==> src/rtl/io_pkg.sv <==
// Shared constants and width helper for the GPIO input-conditioning blocks.
package io_pkg;

  localparam int unsigned DEFAULT_DEBOUNCE_CYCLES = 48000;
  localparam int unsigned DEFAULT_SYNC_STAGES     = 2;

  // Ceiling log2, usable in constant expressions; returns 0 for values <= 1.
  function automatic int unsigned clog2_width(input int unsigned value);
    int unsigned r;
    longint unsigned v;
    r = 0;
    v = 1;
    while (v < longint'(value)) begin
      v = v << 1;
      r = r + 1;
    end
    return r;
  endfunction

endpackage

==> src/rtl/debounce_ch.sv <==
// One input channel: synchroniser chain, stable-cycle debouncer and edge pulses.
module debounce_ch
  import io_pkg::*;
#(
  parameter int unsigned SYNC_STAGES     = DEFAULT_SYNC_STAGES,
  parameter int unsigned DEBOUNCE_CYCLES = DEFAULT_DEBOUNCE_CYCLES,
  parameter logic        INIT            = 1'b0
) (
  input  logic clk,
  input  logic rst,
  input  logic raw,
  output logic level,
  output logic rise,
  output logic fall
);

  localparam int unsigned CNT_W = clog2_width(DEBOUNCE_CYCLES) + 1;
  localparam logic [CNT_W-1:0] CNT_MAX = CNT_W'(DEBOUNCE_CYCLES - 1);

  logic [SYNC_STAGES-1:0] sync;
  logic                   sync_q;
  logic [CNT_W-1:0]       cnt;

  assign sync_q = sync[SYNC_STAGES-1];

  always_ff @(posedge clk or posedge rst) begin
    if (rst) begin
      sync <= {SYNC_STAGES{INIT}};
    end else begin
      sync <= {sync[SYNC_STAGES-2:0], raw};
    end
  end

  // A new level is accepted only after DEBOUNCE_CYCLES consecutive differing samples.
  always_ff @(posedge clk or posedge rst) begin
    if (rst) begin
      cnt   <= '0;
      level <= INIT;
      rise  <= 1'b0;
      fall  <= 1'b0;
    end else begin
      rise <= 1'b0;
      fall <= 1'b0;
      if (sync_q == level) begin
        cnt <= '0;
      end else if (cnt == CNT_MAX) begin
        level <= sync_q;
        cnt   <= '0;
        rise  <= sync_q;
        fall  <= ~sync_q;
      end else begin
        cnt <= cnt + CNT_W'(1);
      end
    end
  end

endmodule

==> src/rtl/gpio_in_conditioner.sv <==
// Bank of debounced GPIO inputs with maskable sticky edge flags and a combined irq.
module gpio_in_conditioner
  import io_pkg::*;
#(
  parameter int unsigned     N_CH            = 4,
  parameter int unsigned     SYNC_STAGES     = DEFAULT_SYNC_STAGES,
  parameter int unsigned     DEBOUNCE_CYCLES = DEFAULT_DEBOUNCE_CYCLES,
  parameter logic [N_CH-1:0] INIT_LEVEL      = '0
) (
  input  logic            clk,
  input  logic            rst,
  input  logic [N_CH-1:0] raw_in,
  input  logic [N_CH-1:0] rise_en,
  input  logic [N_CH-1:0] fall_en,
  input  logic [N_CH-1:0] edge_clr,
  output logic [N_CH-1:0] level_out,
  output logic [N_CH-1:0] rise_pulse,
  output logic [N_CH-1:0] fall_pulse,
  output logic [N_CH-1:0] edge_flag,
  output logic            irq
);

  logic [N_CH-1:0] flag_next;

  for (genvar i = 0; i < N_CH; i++) begin : g_ch
    debounce_ch #(
      .SYNC_STAGES    (SYNC_STAGES),
      .DEBOUNCE_CYCLES(DEBOUNCE_CYCLES),
      .INIT           (INIT_LEVEL[i])
    ) u_ch (
      .clk  (clk),
      .rst  (rst),
      .raw  (raw_in[i]),
      .level(level_out[i]),
      .rise (rise_pulse[i]),
      .fall (fall_pulse[i])
    );
  end

  // Set terms are OR-ed after the clear so a simultaneous set wins.
  always_comb begin
    flag_next = (rise_pulse & rise_en) | (fall_pulse & fall_en) | (edge_flag & ~edge_clr);
  end

  always_ff @(posedge clk or posedge rst) begin
    if (rst) begin
      edge_flag <= '0;
      irq       <= 1'b0;
    end else begin
      edge_flag <= flag_next;
      irq       <= |flag_next;
    end
  end

endmodule

==> config.mk <==
export PLATFORM = sky130hd
export DESIGN_NAME = gpio_in_conditioner
export DESIGN_NICKNAME = d
export VERILOG_FILES = /design/src/rtl/io_pkg.sv /design/src/rtl/debounce_ch.sv /design/src/rtl/gpio_in_conditioner.sv
export SDC_FILE = /design/constraint.sdc
export NUM_CORES = 1
export LEC_CHECK = 0
export CORE_MARGIN = 2
export CORE_UTILIZATION = 45
export DETAILED_ROUTE_END_ITERATION = 7
export HOLD_SLACK_MARGIN = 0.15
export PLACE_DENSITY = 0.75
export SYNTH_ARGS = -nofsm -noshare
export SYNTH_HDL_FRONTEND = slang
export SYNTH_HIERARCHICAL = 1
export SYNTH_SLANG_ARGS = --single-unit
==> constraint.sdc <==
create_clock -name clk -period 2.1 [get_ports clk]
set_input_delay 0.315 -clock clk [delete_from_list [all_inputs] [get_ports clk]]
set_output_delay 0.315 -clock clk [all_outputs]
set_load 0.01 [all_outputs]
==> out/metrics.yaml <==
logic_synthesis:
  syn-num-nets: 436
  syn_area_um2: 4390
  synth_seq_cells: 93
  avgSynthCellArea_um2: 10.6
  yosysSeqAreaShare_pct: 53.0
  yosys_warnings: 6
  syn_inst: 414
  ys_types: 26
power_and_ir_drop:
  p_comb_share_pct: 4.3
  ir_drop_v: 0.000258
  intPower_mw: 2.43
  power_switching_mw: 0.758
  swShare_pct: 23.7
  p_seq_share_pct: 57.8
  p_clk_share_pct: 38.0
  p_per_area_nw_per_um2: 625
  p_leak_nw: 2.08
grt:
  grt_pass1_vias: 3077
  grt_usage_pct: 17.7
  antenna_found_initial: 0
  grt_max_degree: 23
  grt_pass1_wl_um: 14500
  overflow: 0
routing:
  ant_nets: 0
  drt_iter0_drc: 77
  wl_per_cell_um: 14.1
  wl_um: 8480
  viasPerCell: 5.19
  drc: 0
  firstDrtPassIters: 5
  vias: 3122
finish:
  instances_no_fill: 601
  multi_input_area_um2: 1940
  fill_cells: 876
  antenna_cells: 0
  area_growth_pct: 16.4
  drive_above_1_share_pct: 10.9
  final_nets: 485
  mostFrequentLayoutCell: "dfrtp_1"
  layout_common_cells: "93 x dfrtp_1, 80 x nor2_1, 48 x xnor2_1, 34 x clkdlybuf4s50_1"
  ff_latch_area_um2: 2330
floorplanning:
  start_util_pct: 45.5
  dieArea_um2: 10600
  ioPinCount: 35
  core_um2: 9640
  dieHeight_um: 103
  num_rows: 36
  die_x_um: 103
timing:
  hold_viol_final: 0
  slew_headroom_pct: 69.8
  setup_tns_ns: 0
  rsz0062_at_grt: "no"
  finalCritPeriodShare_pct: 87.7
  slew_viol_final: 0
  period_needed_ns: 1.84
  tightestPinTransition_ns: 0.449
  setup_viol: 0
  finClkSkew_ns: 0.00727
  fmax_ghz: 0.543
setup_path:
  r2r_end: "g_ch[0].u_ch/level"
  worstPathMaxFanout: 5
  start_kind: "flip-flop"
  crit_type: "flip-flop to flip-flop"
  crit_required_ns: 2.35
  cp_data_arrival_time_ns: 2.09
  setup.worst_path.end_class: "flip-flop"
  reg2reg_from: "g_ch[0].u_ch/cnt[14]"
  ff2ff_setup_slack_ns: 0.26
  r2r_cells: 3
cts:
  numCtsBuffers: 9
  cts.sinks: 93
  cts.reportedPaths.clkPinSlew_ns: 0.09
  cts_tree: "yes"
  cts_root_buf: "clkbuf_8"
  insertion_delay_ns: 0.36
  cts_resized: 0
  cts_setup_buffers: 0
  h-tree-depth: 3
  holdBufCountCts: 0
  cts_buffer_depth: 2
min_path:
  hold_path.class: "primary input to asynchronous set/reset pin"
outcome:
  status: "complete, no violations"
placement:
  gp_congestion: 0.851
  dp.cells: 585
  io_buffer_count: 34
  dp_hpwl_um: 6020
job:
  maxCapViolCount: 0
cell type report:
| class | instances | area share (%) |
|---|---|---|
| inverter | 20 | 1.47 |
| sequential | 93 | 45.5 |
| timing repair buffer | 42 | 7.83 |
| tap | 133 | 3.26 |
| clock buffer | 10 | 2.50 |
| clock inverter | 6 | 1.40 |
| multi-input combinational | 297 | 38.0 |
critical path: stages (launching register included):
cell	delay (ns)
dfrtp_1	0.43
or4_1	0.53
or4_4	0.47
mux2_4	0.31
sequential cells by signal (all words and copies together), names as in the netlist:
| signal | flops |
|---|---|
| g_ch.u_ch/cnt | 68 |
| g_ch.u_ch/sync | 8 |
| g_ch.u_ch/level | 4 |
| g_ch.u_ch/fall | 4 |
| edge_flag | 4 |
| g_ch.u_ch/rise | 4 |
| irq | 1 |
worst max path at each step:
stage,startpoint,to,slack [ns],cells past startpoint
2_1_floorplan,g_ch[0].u_ch/cnt[0],g_ch[0].u_ch/level,0.31,4
3_3_place_gp,g_ch[3].u_ch/cnt[14],g_ch[3].u_ch/level,0.29,3
3_5_place_dp,g_ch[1].u_ch/cnt[14],g_ch[1].u_ch/level,0.27,3
4_1_cts,g_ch[2].u_ch/cnt[14],g_ch[2].u_ch/level,0.26,3
5_1_grt,g_ch[0].u_ch/cnt[14],g_ch[0].u_ch/cnt[5],0.20,4
6_report,g_ch[0].u_ch/cnt[14],g_ch[0].u_ch/level,0.26,3
routing by layer:
metal	up-vias	routed length, um	global-route usage, %
met4	0	40	4.45
met3	6	260	4.75
li1	1547	-	-
met1	1528	3970	22.8
met2	41	4210	29.8
met5	-	0	0
cells by family after synthesis:
logic type,share of synthesized area [%]
compound gates,2.34
mux,1.37
fa+ha+maj,1.14
xor+xnor,12.0
flops,53.0
buf+inv,2.74
simple gates,27.4
power by group through the flow:
stage	clock [mW]	sequential (mW)	combinational, mW
after floorplan	0	1.87	0.0845
after global placement	0	1.88	0.136
after detailed placement	0	1.88	0.141
after CTS	1.26	1.84	0.141
after global routing	1.33	1.85	0.155
final	1.21	1.84	0.136
metrics by stage:
step                area, um^2  hold WS, ns  total power [mW]  util [%]  setup WS (ns)
finish                    5110        0.291              3.19      53.0          0.258
global route              5110        0.303              3.34      53.0          0.198
CTS                       5110        0.295              3.25      53.0          0.255
detailed placement        4910        0.336              2.02      51.0          0.270
global placement          4910        0.332              2.01      51.0          0.285
floorplan                 4390       0.0935              1.96         -          0.306
cell usage after synthesis:
master | n | area [um^2]
and3_2 | 4 | 30.0
dfrtp_1 | 93 | 2330
nand4_4 | 4 | 85.1
or4_1 | 9 | 67.6
xor2_1 | 12 | 105
nand4_2 | 4 | 50.1
nor2b_1 | 1 | 6.26
nand2_1 | 16 | 60.1
nand2_4 | 4 | 45.0
nor3b_1 | 8 | 60.1
or3_1 | 4 | 25.0
mux2_4 | 4 | 60.1
o21ai_0 | 7 | 35.0
buf_6 | 4 | 45.0
inv_1 | 20 | 75.1
a21oi_2 | 4 | 35.0
or4_4 | 4 | 45.0
a221o_1 | 1 | 10.0
nor2_1 | 80 | 300
nand3_1 | 24 | 120
ha_1 | 4 | 50.1
nor4_1 | 24 | 150
nor3_1 | 12 | 60.1
a22oi_1 | 3 | 22.5
xnor2_1 | 48 | 420
nand4_1 | 16 | 100
No activity file was read; power rests on OpenSTA's default activity.
